## src/rtl/freq_div.sv

```systemverilog
`default_nettype none
// freq_div: measures the InFreq period in RefClk cycles, then drives OutFreq = InFreq / 2^(n+1)
// at 50% duty, with every output edge aligned to a synchronized InFreq rise.
module freq_div #(
  parameter int CNT_W       = 16,
  parameter int SYNC_STAGES = 2
) (
  input  logic             RefClk,
  input  logic             rst,
  input  logic             adjust,
  input  logic             InFreq,
  input  logic [2:0]       n,
  output logic             OutFreq,
  output logic             done,
  output logic [CNT_W-1:0] periodduration
);

  localparam logic [1:0]       S_IDLE  = 2'd0;
  localparam logic [1:0]       S_WAIT  = 2'd1;
  localparam logic [1:0]       S_MEAS  = 2'd2;
  localparam logic [1:0]       S_RUN   = 2'd3;
  localparam logic [CNT_W-1:0] C_PMAX  = '1;
  localparam logic [CNT_W:0]   C_WDMAX = '1;

  logic [SYNC_STAGES-1:0] r_sync;
  logic                   r_prev;
  logic                   w_in_rise;
  logic [1:0]             r_state, w_state_nxt;
  logic [2:0]             r_n_q, w_n_q_nxt;
  logic [CNT_W-1:0]       r_pcnt, w_pcnt_nxt;
  logic [7:0]             r_ecnt, w_ecnt_nxt;
  logic [CNT_W:0]         r_wd, w_wd_nxt;
  logic                   w_out_nxt, w_done_nxt;
  logic [CNT_W-1:0]       w_pd_nxt;
  logic [7:0]             w_ecnt_max;
  logic                   w_lost;
  logic                   w_pcnt_full;

  always_ff @(posedge RefClk or posedge rst) begin
    if (rst) begin
      r_sync <= '0;
      r_prev <= 1'b0;
    end else begin
      r_sync <= {r_sync[SYNC_STAGES-2:0], InFreq};
      r_prev <= r_sync[SYNC_STAGES-1];
    end
  end

  assign w_in_rise   = r_sync[SYNC_STAGES-1] & ~r_prev;
  // Terminal edge count is 2^n_q - 1, i.e. 0x7F shifted down by (7 - n_q).
  assign w_ecnt_max  = 8'h7F >> (3'd7 - r_n_q);
  assign w_lost      = r_wd > {periodduration, 1'b0};
  assign w_pcnt_full = (r_pcnt == C_PMAX);

  always_ff @(posedge RefClk or posedge rst) begin
    if (rst) r_state <= S_IDLE;
    else     r_state <= w_state_nxt;
  end

  always_comb begin
    w_state_nxt = r_state;
    if (adjust) begin
      w_state_nxt = S_WAIT;
    end else begin
      case (r_state)
        S_WAIT:  if (w_in_rise) w_state_nxt = S_MEAS;
        S_MEAS: begin
          if (w_in_rise)        w_state_nxt = S_RUN;
          else if (w_pcnt_full) w_state_nxt = S_IDLE;
        end
        S_RUN:   if (!w_in_rise && w_lost) w_state_nxt = S_IDLE;
        default: w_state_nxt = r_state;
      endcase
    end
  end

  always_comb begin
    w_n_q_nxt  = r_n_q;
    w_pcnt_nxt = r_pcnt;
    w_ecnt_nxt = r_ecnt;
    w_wd_nxt   = r_wd;
    w_out_nxt  = OutFreq;
    w_done_nxt = done;
    w_pd_nxt   = periodduration;
    if (adjust) begin
      w_n_q_nxt  = n;
      w_pcnt_nxt = '0;
      w_ecnt_nxt = '0;
      w_wd_nxt   = '0;
      w_out_nxt  = 1'b0;
      w_done_nxt = 1'b0;
    end else begin
      case (r_state)
        S_WAIT: if (w_in_rise) w_pcnt_nxt = CNT_W'(1);
        S_MEAS: begin
          if (w_in_rise) begin
            w_pd_nxt   = r_pcnt;
            w_out_nxt  = 1'b1;
            w_done_nxt = 1'b1;
            w_ecnt_nxt = '0;
            w_wd_nxt   = (CNT_W+1)'(1);
          end else if (w_pcnt_full) begin
            w_pd_nxt   = C_PMAX;
            w_done_nxt = 1'b0;
          end else begin
            w_pcnt_nxt = r_pcnt + CNT_W'(1);
          end
        end
        S_RUN: begin
          if (w_in_rise) begin
            w_wd_nxt = (CNT_W+1)'(1);
            if (r_ecnt == w_ecnt_max) begin
              w_out_nxt  = ~OutFreq;
              w_ecnt_nxt = '0;
            end else begin
              w_ecnt_nxt = r_ecnt + 8'd1;
            end
          end else if (w_lost) begin
            w_out_nxt  = 1'b0;
            w_done_nxt = 1'b0;
          end else if (r_wd != C_WDMAX) begin
            w_wd_nxt = r_wd + (CNT_W+1)'(1);
          end
        end
        default: ;
      endcase
    end
  end

  always_ff @(posedge RefClk or posedge rst) begin
    if (rst) begin
      r_n_q          <= '0;
      r_pcnt         <= '0;
      r_ecnt         <= '0;
      r_wd           <= '0;
      OutFreq        <= 1'b0;
      done           <= 1'b0;
      periodduration <= '0;
    end else begin
      r_n_q          <= w_n_q_nxt;
      r_pcnt         <= w_pcnt_nxt;
      r_ecnt         <= w_ecnt_nxt;
      r_wd           <= w_wd_nxt;
      OutFreq        <= w_out_nxt;
      done           <= w_done_nxt;
      periodduration <= w_pd_nxt;
    end
  end

endmodule
`default_nettype wire

```

## config.mk

```make
export PLATFORM = sky130hd
export DESIGN_NAME = freq_div
export DESIGN_NICKNAME = d
export VERILOG_FILES = /design/src/rtl/freq_div.sv
export SDC_FILE = /design/constraint.sdc
export NUM_CORES = 1
export LEC_CHECK = 0
export CORE_MARGIN = 10
export CORE_UTILIZATION = 64
export CTS_CLUSTER_SIZE = 12
export DETAILED_ROUTE_END_ITERATION = 7
export PLACE_DENSITY_LB_ADDON = 0.25
export SYNTH_ARGS = -nofsm -noshare
export SYNTH_HDL_FRONTEND = slang
export SYNTH_SLANG_ARGS = --single-unit
```

## constraint.sdc

```tcl
create_clock -name RefClk -period 3.79 [get_ports RefClk]
set_input_delay 0.758 -clock RefClk [delete_from_list [all_inputs] [get_ports RefClk]]
set_output_delay 0.758 -clock RefClk [all_outputs]
set_load 0.1 [all_outputs]
```

# [Word-level counts from Yosys, hierarchy flattened]
# Index checks and enable logic that the tools add are counted.
[word_totals] reg_bits=67 in_bits=7 out_inout_bits=18 elab_cells=87
[op_classes] add_sub_neg=4 magnitude_cmp=1 eq_ne=19 shifts=1 muxes=35 bitwise=4 reduce_logical=13
[op_table] cell="16-bit 2-to-1 mux" count=6
[op_table] cell="17-bit 2-to-1 mux" count=5
[op_table] cell="17-bit case mux with 2 select lines" count=1
[op_table] cell="8-bit 2-to-1 mux" count=4
[op_table] cell="16-bit case mux with 2 select lines" count=1
[op_table] cell="3-bit != test, second input constant" count=8
[op_table] cell="4-bit != test, second input constant" count=5
[op_table] cell="4-bit AND reduction" count=5
[op_table] cell="17-bit by 1-bit adder with 17-bit output, second input constant" count=1
[op_table] cell="17-bit > comparator" count=1
[op_table] cell="17-bit != test, second input constant" count=1
[op_table] cell="16-bit by 1-bit adder with 16-bit output, second input constant" count=1
[op_table] cell="16-bit equality test, second input constant" count=1
[op_table] cell="8-bit case mux with 2 select lines" count=1
[op_table] cell="2-bit 2-to-1 mux" count=5
[op_table] cell="1-bit 2-to-1 mux" count=9
[op_table] cell="8-bit by 1-bit adder with 8-bit output, second input constant" count=1
[op_table] cell="8-bit equality test" count=1
[op_table] cell="7-bit by 3-bit right shift with 8-bit output, first input constant" count=1
[op_table] cell="2-bit case mux with 3 select lines" count=1
[op_table] cell="3-bit AND reduction" count=2
[op_table] cell="3-bit nonzero test" count=2
[op_table] cell="2-bit equality test, second input constant" count=2
[op_table] cell="1-bit case mux with 2 select lines" count=2
[op_table] cell="other kinds (8)" count=10

# [Logic depth before layout (Yosys ltp)]
[depth] depth_word=7 mapped_depth=15 ltp_nobuf=13

# [Worst setup path after synthesis]
# OpenSTA, ideal clock, no wires.
[synth_timing] path_type="reg-to-reg" startpoint="register periodduration[13]" endpoint="register r_wd[12]" setup_time_ps=78 arrival_ps=3008 required_time_ps=3712 setup_slack_ps=704 stages_incl_launch_ff=11 path_buffers=1 period_less_slack_ps=3086 cell_sequence="dfrtp_1 -> inv_1 -> ha_1 -> a211oi_1 -> nor2_1 -> nor4_1 -> nand4_1 -> a21o_1 -> clkbuf_1 -> or4_1 -> a21oi_1"
[synth_via] elab_chain_cells=3
[synth_rtl] element="start, declared" line_no="15" rtl="output logic [CNT_W-1:0] periodduration"
[synth_rtl] element="start signal, assigned" line_no="146" rtl="periodduration <= w_pd_nxt;"
[synth_rtl] element="17-bit > comparator" line_no="52" rtl="assign w_lost = r_wd > {periodduration, 1'b0};"
[synth_rtl] element="4-bit != test (no source line)"
[synth_rtl] element="4-bit AND reduction (no source line)"
[synth_rtl] element="end signal, assigned" line_no="143" rtl="r_wd <= w_wd_nxt;"
[synth_rtl] element="end, declared" line_no="32" rtl="logic [CNT_W:0] r_wd, w_wd_nxt;"
# Every way passes these cells.
# A chain may end at the register's enable or synchronous reset.

# [Worst setup path in the final report]
[layout_timing] startpoint="register r_wd[0]" endpoint="register r_wd[9]"
[layout_via] elab_chain_cells=6 elab_cells_between_ends=11 classes_between="add/sub: 1; order compare: 1; eq/ne: 3; mux: 5; reduce/logical: 1"
[layout_rtl] element="17-bit by 1-bit adder with 17-bit output" line_no="122" rtl="w_wd_nxt = r_wd + (CNT_W+1)'(1);"
[layout_rtl] element="17-bit 2-to-1 mux" line_no="121" rtl="end else if (r_wd != C_WDMAX) begin"
[layout_rtl] element="17-bit 2-to-1 mux" line_no="118" rtl="end else if (w_lost) begin"
[layout_rtl] element="17-bit 2-to-1 mux" line_no="110" rtl="if (w_in_rise) begin"
[layout_rtl] element="17-bit case mux with 2 select lines" line_no="93" rtl="case (r_state)"
[layout_rtl] element="17-bit 2-to-1 mux" line_no="85" rtl="if (adjust) begin"
# Several ways; a longest one is shown, not always the timed one. The select of a mux whose other input is x is not followed.

==> summary.txt <==
Outcome
  – Status: finished, final reports clean

Placement
  – Placer Congestion: ~0.89
  – DP Area: between 4000 and 5000 um2
  – Port Buffers: 24
  – HPWL after DPL: 6270 um

Critical path
  – Top Family by Delay on Critical Path: simple AND/OR/NAND/NOR gates
  – Crit path cell chain: ha_1, inv_1, nor2_1, nand3_1, nor2_1, nand3_1, nor2_1, ha_1, inv_1, a31oi_1, a21o_1, or2_2, o21ai_0
  – Most used cell, CP: nor2_1
  – Crit path capture type: flop
  – Crit path DAT: 3.29 ns
  – Max incr delay on CP: 0.58 ns
  – Crit-path slowest cell: a21o_1
  – Peak fanout along the critical path: 30
  – Required time of the critical path: 4.01 ns
  – Worst Path Class, Setup: reg2reg
  – Crit path buf inv count: 2
  – Worst setup SP type: flop

Die
  – Initial Util: 67.2%
  – # rows: 27
  – Area of the core: approximately 5600 um2
  – DIE HEIGHT: 96.8 um
  – Ports: 25
  – DIE AREA: 9360 um2
  – Chip width: 96.8 um

Clock tree
  – Clock transition at path regs: roughly 0.08 ns
  – Clock Path Buffers: 2
  – TritonCTS buffer count: 9
  – Setup Buffers After CTS: 0
  – Clk_lat worst skew: 0.35 ns
  – Clk root buf: clkbuf_8
  – Max H-tree Level: 3
  – Hold-fix buffer count after cts: 0
  – Clock Sinks: 67
  – TritonCTS clock tree: done
  – Post-CTS sizing: 0

Logic synthesis
  – Cell variety after synth: 50
  – Fraction of registers with async set/reset: 100%
  – Post-synth top flop: dfrtp_1
  – Compound-Gate Fraction of Synth Area: 19.5%
  – Top post-synthesis cells by area: dfrtp_1, ha_1, o21ai_0, nand2_1, o22a_1
  – Synth top area share: 44.5%
  – Synth Area in Simple Gates: 20.3%
  – Most common cell in the netlist: dfrtp_1
  – Gate Count Post-Synth: just over 400
  – Yosys top cell by area: dfrtp_1
  – Synth Cell Area: roughly 3800 um2
  – Sequential fraction of the synthesis area: 44.5%
  – EDFF count, synth: 0
  – Xor/xnor share of the synthesized area: 2.56%
  – Most common library cells after synthesis: dfrtp_1, nand2_1, o21ai_0
  – #FFs+latches synth: 67
  – Mux cell area share after synthesis: about 1.2%
  – Main combinational cell family by area after synthesis: simple AND/OR/NAND/NOR gates
  – Post-Syn Nets: 436
  – Avg Cell Area, Syn: 9.22 um2
  – Yosys warning count: 0
  – Post-Synth Adder-Cell Area: 6.64%

Power
  – Leak: 1.79 nW
  – Worst vdd ir: 0.419 mV
  – Power density cells: 480 nW/um2

STA
  – Max Slew Vio Count: 0
  – Final Cycle Share: between 80 and 90%
  – TNS Setup: 0 ns
  – Peak Freq: around 330 MHz
  – Max_slew headroom: 25.2%
  – Tmin final: 3.07 ns
  – Clk_skew: 0.0102 ns
  – Final hold violations: 0
  – RSZ-0062 raised after global routing: no
  – Final setup viols: 0
  – Tightest Pin Transition: approximately 1.1 ns

Global route
  – GRT Resource Usage Total: a little under a fifth
  – Initial antenna violation count: 0
  – First-pass GRT wire length: ~15,000 um
  – GRT overflow: 0
  – Vias in the first global route: between 3,000 and 4,000
  – Pin count of the biggest net entering global routing: 56

Routing
  – Vias: 3,264
  – Vias per cell: between 6 and 7
  – First-pass DRT Iterations: 5
  – Post-route DRC: 0
  – DR iter-0 viols: 190
  – Routed WL: approximately 9000 um
  – Routed length per placed instance: ~18 um
  – Detail Route Antenna Nets: 0

Job
  – Max_cap viols: 0

Worst hold path
  – Worst hold path class: reg2reg

Cells and area
  – FILL cells: 418
  – # diodes: 0
  – Fin area: 4210 um2
  – FF/Latch Area: 1680 um2
  – Nets: 458
  – Share of cells above drive strength 1: under 10%
  – Multi-input gate area: 1900 um2
  – Area growth, synth to finish: 11.6%
==> registers in the layout (all words and copies together) (netlist names) <==
signal / count
r_wd: 17
periodduration: 16
r_pcnt: 16
r_ecnt: 8
r_n_q: 3
r_state: 2
r_sync: 2
OutFreq: 1
done: 1
r_prev: 1
==> kinds of logic (layout without fill, tap and decap cells) <==
| kind of cell | after synthesis | after routing |
|---|---|---|
| compound gates | 110 | 110 |
| xor+xnor | 11 | 11 |
| fa+ha+maj | 20 | 20 |
| buf+inv | 40 | 67 |
| flops | 67 | 67 |
| mux | 4 | 4 |
| simple gates | 157 | 157 |
==> metrics by stage <==
step | hold slack, ns | setup WS, ns | power, mW | cells | util, %
after floorplan | 0.331 | 0.704 | 1.30 | 409 | -
after global placement | 0.334 | 0.786 | 1.43 | 492 | 71.6
after detailed placement | 0.347 | 0.741 | 1.45 | 492 | 71.6
after CTS | 0.365 | 0.772 | 2.03 | 508 | 75.0
after global routing | 0.387 | 0.380 | 2.10 | 508 | 75.0
final | 0.362 | 0.722 | 2.02 | 508 | 75.0
==> cell usage in the layout (no fill, tap or decap), types with 4 or more instances in the layout <==
master           instances
nor3_1                  14
or4_1                    5
or3_1                    7
clkdlybuf4s50_1         24
inv_1                   23
xnor2_1                 11
nand4_1                  7
nand2b_1                 6
a21o_1                   5
nand3_1                 15
o22a_1                  16
nand2_1                 48
o21ai_0                 38
and3_1                   4
mux2_2                   4
nor2_1                  33
dfrtp_1                 67
ha_1                    20
o31ai_1                  8
clkbuf_8                 9
a21oi_1                 21
nor4_1                   4
==> layer usage <==
layer  up-vias  wire length, um  global-route usage (%)
met5         -                0                       0
li1       1526                -                       -
met2       144             4520                    31.0
met3        15              566                    5.96
met4         0              133                    5.41
met1      1579             3740                    23.1
==> power by group <==
part | switching (mW) | internal (mW)
Combinational | 0.455 | 0.151
Clock | 0.280 | 0.305
Sequential | 0.0639 | 0.767
Total | 0.798 | 1.22
==> path summary, 6_finish.rpt <==
check / start / endpoint / slack [ns] / cells past startpoint
max: r_wd[0] / r_wd[9] / 0.72 / 13
min: r_sync[0] / r_sync[1] / 0.36 / 0
max reg2reg: r_wd[0] / r_wd[9] / 0.72 / 13
min reg2reg: r_sync[0] / r_sync[1] / 0.36 / 0
max in group asynchronous: rst / r_wd[0] / 2.02 / 3
min in group asynchronous: rst / r_sync[0] / 1.02 / 2
==> worst register-to-register path, stage by stage (launching register included) <==
cell and delay, ns:
dfrtp_1 0.47, ha_1 0.18, inv_1 0.06, nor2_1 0.16, nand3_1 0.16, nor2_1 0.17
nand3_1 0.22, nor2_1 0.19, ha_1 0.17, inv_1 0.07, a31oi_1 0.14, a21o_1 0.58
or2_2 0.28, o21ai_0 0.09
==> cell type report <==
| type | count | area share, % |
|---|---|---|
| Sequential cell | 67 | 39.8 |
| Timing Repair Buffer | 27 | 6.24 |
| Clock inverter | 6 | 1.55 |
| Tap cell | 72 | 2.14 |
| Clock buffer | 10 | 3.03 |
| Inverter | 24 | 2.14 |
| Multi-Input combinational cell | 302 | 45.0 |
No activity file was read; power rests on OpenSTA's default activity.
==> variant, RTL diff (same flow settings) <==
Change the parameter `CNT_W` from 16 to 32.
--- a/src/rtl/freq_div.sv
+++ b/src/rtl/freq_div.sv
@@ -2,7 +2,7 @@
 // freq_div: measures the InFreq period in RefClk cycles, then drives OutFreq = InFreq / 2^(n+1)
 // at 50% duty, with every output edge aligned to a synchronized InFreq rise.
 module freq_div #(
-  parameter int CNT_W       = 16,
+  parameter int CNT_W       = 32,
   parameter int SYNC_STAGES = 2
 ) (
   input  logic             RefClk,
Ports: changed (resized periodduration); port bits go from 25 to 41. The function was not compared with the original's and may differ.
==> variant against the unedited design <==
- routed wire length grew 92%
- worst setup slack lost 0.37 ns
- total power grew 110%
- synthesized area grew 73%
- critical path depth shrank 3
- sequential share of layout area shrank 2.1 points
- design area grew 81%
- sequential cell count grew 48
- largest power group is now the clock network
==> variant: results (changes against the unedited design) <==
* Hold Path Class: flip-flop to flip-flop
* Critical path's largest stage delay at 0.57 ns
* Cell variety after synth at 55 (+10%)
* Post-Route WL at 17.20 mm (+92%)
* First-pass GRT wire length at 28.82 mm (+91%)
* Worst R2R Path Depth at 10 (-3)
* Number of global-route vias before repair at 5749 (+86%)
* Pleak at 3.299 nW (+84%)
* # Post-CTS Setup Buffers at 0 (unchanged)
* Seq/Total Area, Yosys at 44.16% (-0.31 points)
* Slowest-stage cell, CP: nor4_1
* Largest net degree at the start of global routing at 67 (+20%)
* Htree depth at 4 (+1)
* 1st-iter DRT viols at 642 (+240%)
* N_diodes at 0 (unchanged)
* Relative slew slack at 27.79% (+2.6 points)
* GR Util All Layers at 24.39% (+5.5 points)
* Reg clk slew, reported paths at 0.06 ns (-0.02 ns)
* CP Max Fanout at 13 (-57%)
* Post-DR vias/cell at 6.486 (+0.94%)
* Yosys Warn Count at 0 (unchanged)
* Final nets at 780 (+70%)
* Clock Latency Late Sink at 0.53 ns (+0.18 ns)
* Slew Limit Fails at 0 (unchanged)
* Cts hold-fix bufs at 0 (unchanged)
* Outcome: finished, final reports clean
* Port Buf Inserts at 40 (+67%)
* Resize count post-CTS at 0 (unchanged)
* RR Endpoint: r_wd[0]
* Initial antenna violation count at 0 (unchanged)
* Hold EP: r_sync[1]
* Crit Reg-Reg Startpoint: periodduration[31]
* Hold Slack at 0.3613 ns (-0.0005880 ns)
* Most frequent cells after synthesis: 115 x dfrtp_1, 57 x nor2_1, 54 x nand2_1, 47 x inv_1
* Hold path depth at 0 (unchanged)
* Reg2reg setup slack at 0.35 ns (-0.37 ns)
* Largest registers: r_wd x33, periodduration x32, r_pcnt x32
* Final Skew at 0.009141 ns (-0.001068 ns)
* Fraction of layout cells with a size suffix above 1 at 7.733% (-0.75 points)
* Post-Syn Nets at 738 (+69%)
* Final RePlAce weighted congestion at 0.9454 (+5.8%)
* Max Buffers Root-to-Sink at 2 (unchanged)
* Detailed placement HPWL at 11.83 mm (+89%)
* Hold_sp: r_sync[0]
* Synth top area cells: dfrtp_1 44%, ha_1 6.9%, o22a_1 4.3%
* CTS buffer count at 17 (+8)
* DRT Pass-1 Iters at 6 (+1)
* Arrival time of the worst setup path at 3.85 ns (+0.56 ns)
* Root buffer cell: clkbuf_8
* Post-synth ARST share at 100.0% (unchanged)
* Worst vdd ir at 508.4 uV (+21%)
## variant: cell types whose count changed in the layout (fill, tap and decap cells not counted), sizes merged, moves of 13 or more
cell and change:
xnor2 +15, ha +16, dfrtp +48, clkdlybuf4s50 +16, o22a +16, nand3 +18, nor2 +23, inv +21
clkbuf +13, a21oi +17
## variant: worst max path at each step
stage,from,endpoint,depth (start not counted)
4_1_cts,periodduration[31],r_wd[0],10
6_report,periodduration[31],r_wd[0],10
3_3_place_gp,periodduration[31],r_wd[0],10
5_1_grt,periodduration[31],r_wd[24],9
3_5_place_dp,periodduration[31],r_wd[0],10
2_1_floorplan,periodduration[14],r_wd[0],9
## variant: layout make-up
type,count,area (um2)
fillers,641,2240
clock buffers,23,466.7
well taps,133,166.4
inverters,47,180.2
repair buffers,53,510.5
flip-flops and latches,115,2878
multi-input cells,503,3319
clock inverters,9,103.9
## variant: metrics by stage
step | std cells | instance area [um2] | setup WS [ns]
floorplan | 695 | 6520 | 0.4180
global placement | 851 | 7054 | 0.4427
detailed placement | 851 | 7054 | 0.4155
CTS | 883 | 7625 | 0.3909
global route | 883 | 7625 | 0.06891
finish | 883 | 7625 | 0.3529
## variant: cells by family after synthesis
| kind of cell | after synthesis | share of synthesized area, % |
|---|---|---|
| and+or+nand+nor | 259 | 20.99 |
| AOI/OAI and AO/OA | 167 | 17.34 |
| DFF | 115 | 44.16 |
| buffers and inverters | 77 | 4.896 |
| adders and majority gates | 36 | 6.912 |
| xor gates and xnor gates | 35 | 4.704 |
| muxes | 6 | 0.9984 |
## variant: routing by layer
metal,GRT usage (%),part of all wire [%],vias to the layer above
met5,0,0,-
met3,5.537,6.1,51
met2,40.31,49,219
li1,-,-,2632
met1,30.17,42,2825
met4,9.955,2.4,0
## variant: power breakdown
group | switching, mW | internal [mW] | total [mW] | leakage, nW
sequential | 0.121 | 1.33 | 1.45 | 1.51
clock | 0.552 | 0.983 | 1.53 | 0.278
combinational | 0.951 | 0.304 | 1.25 | 1.51
## variant: critical path, delay by kind of cell, from the launching register on
kind	cells	cell delay [ns]
buf+inv	2	0.25
flops	1	0.40
compound gates	2	0.51
mux	1	0.34
simple gates	4	1.50
fa+ha+maj	1	0.33
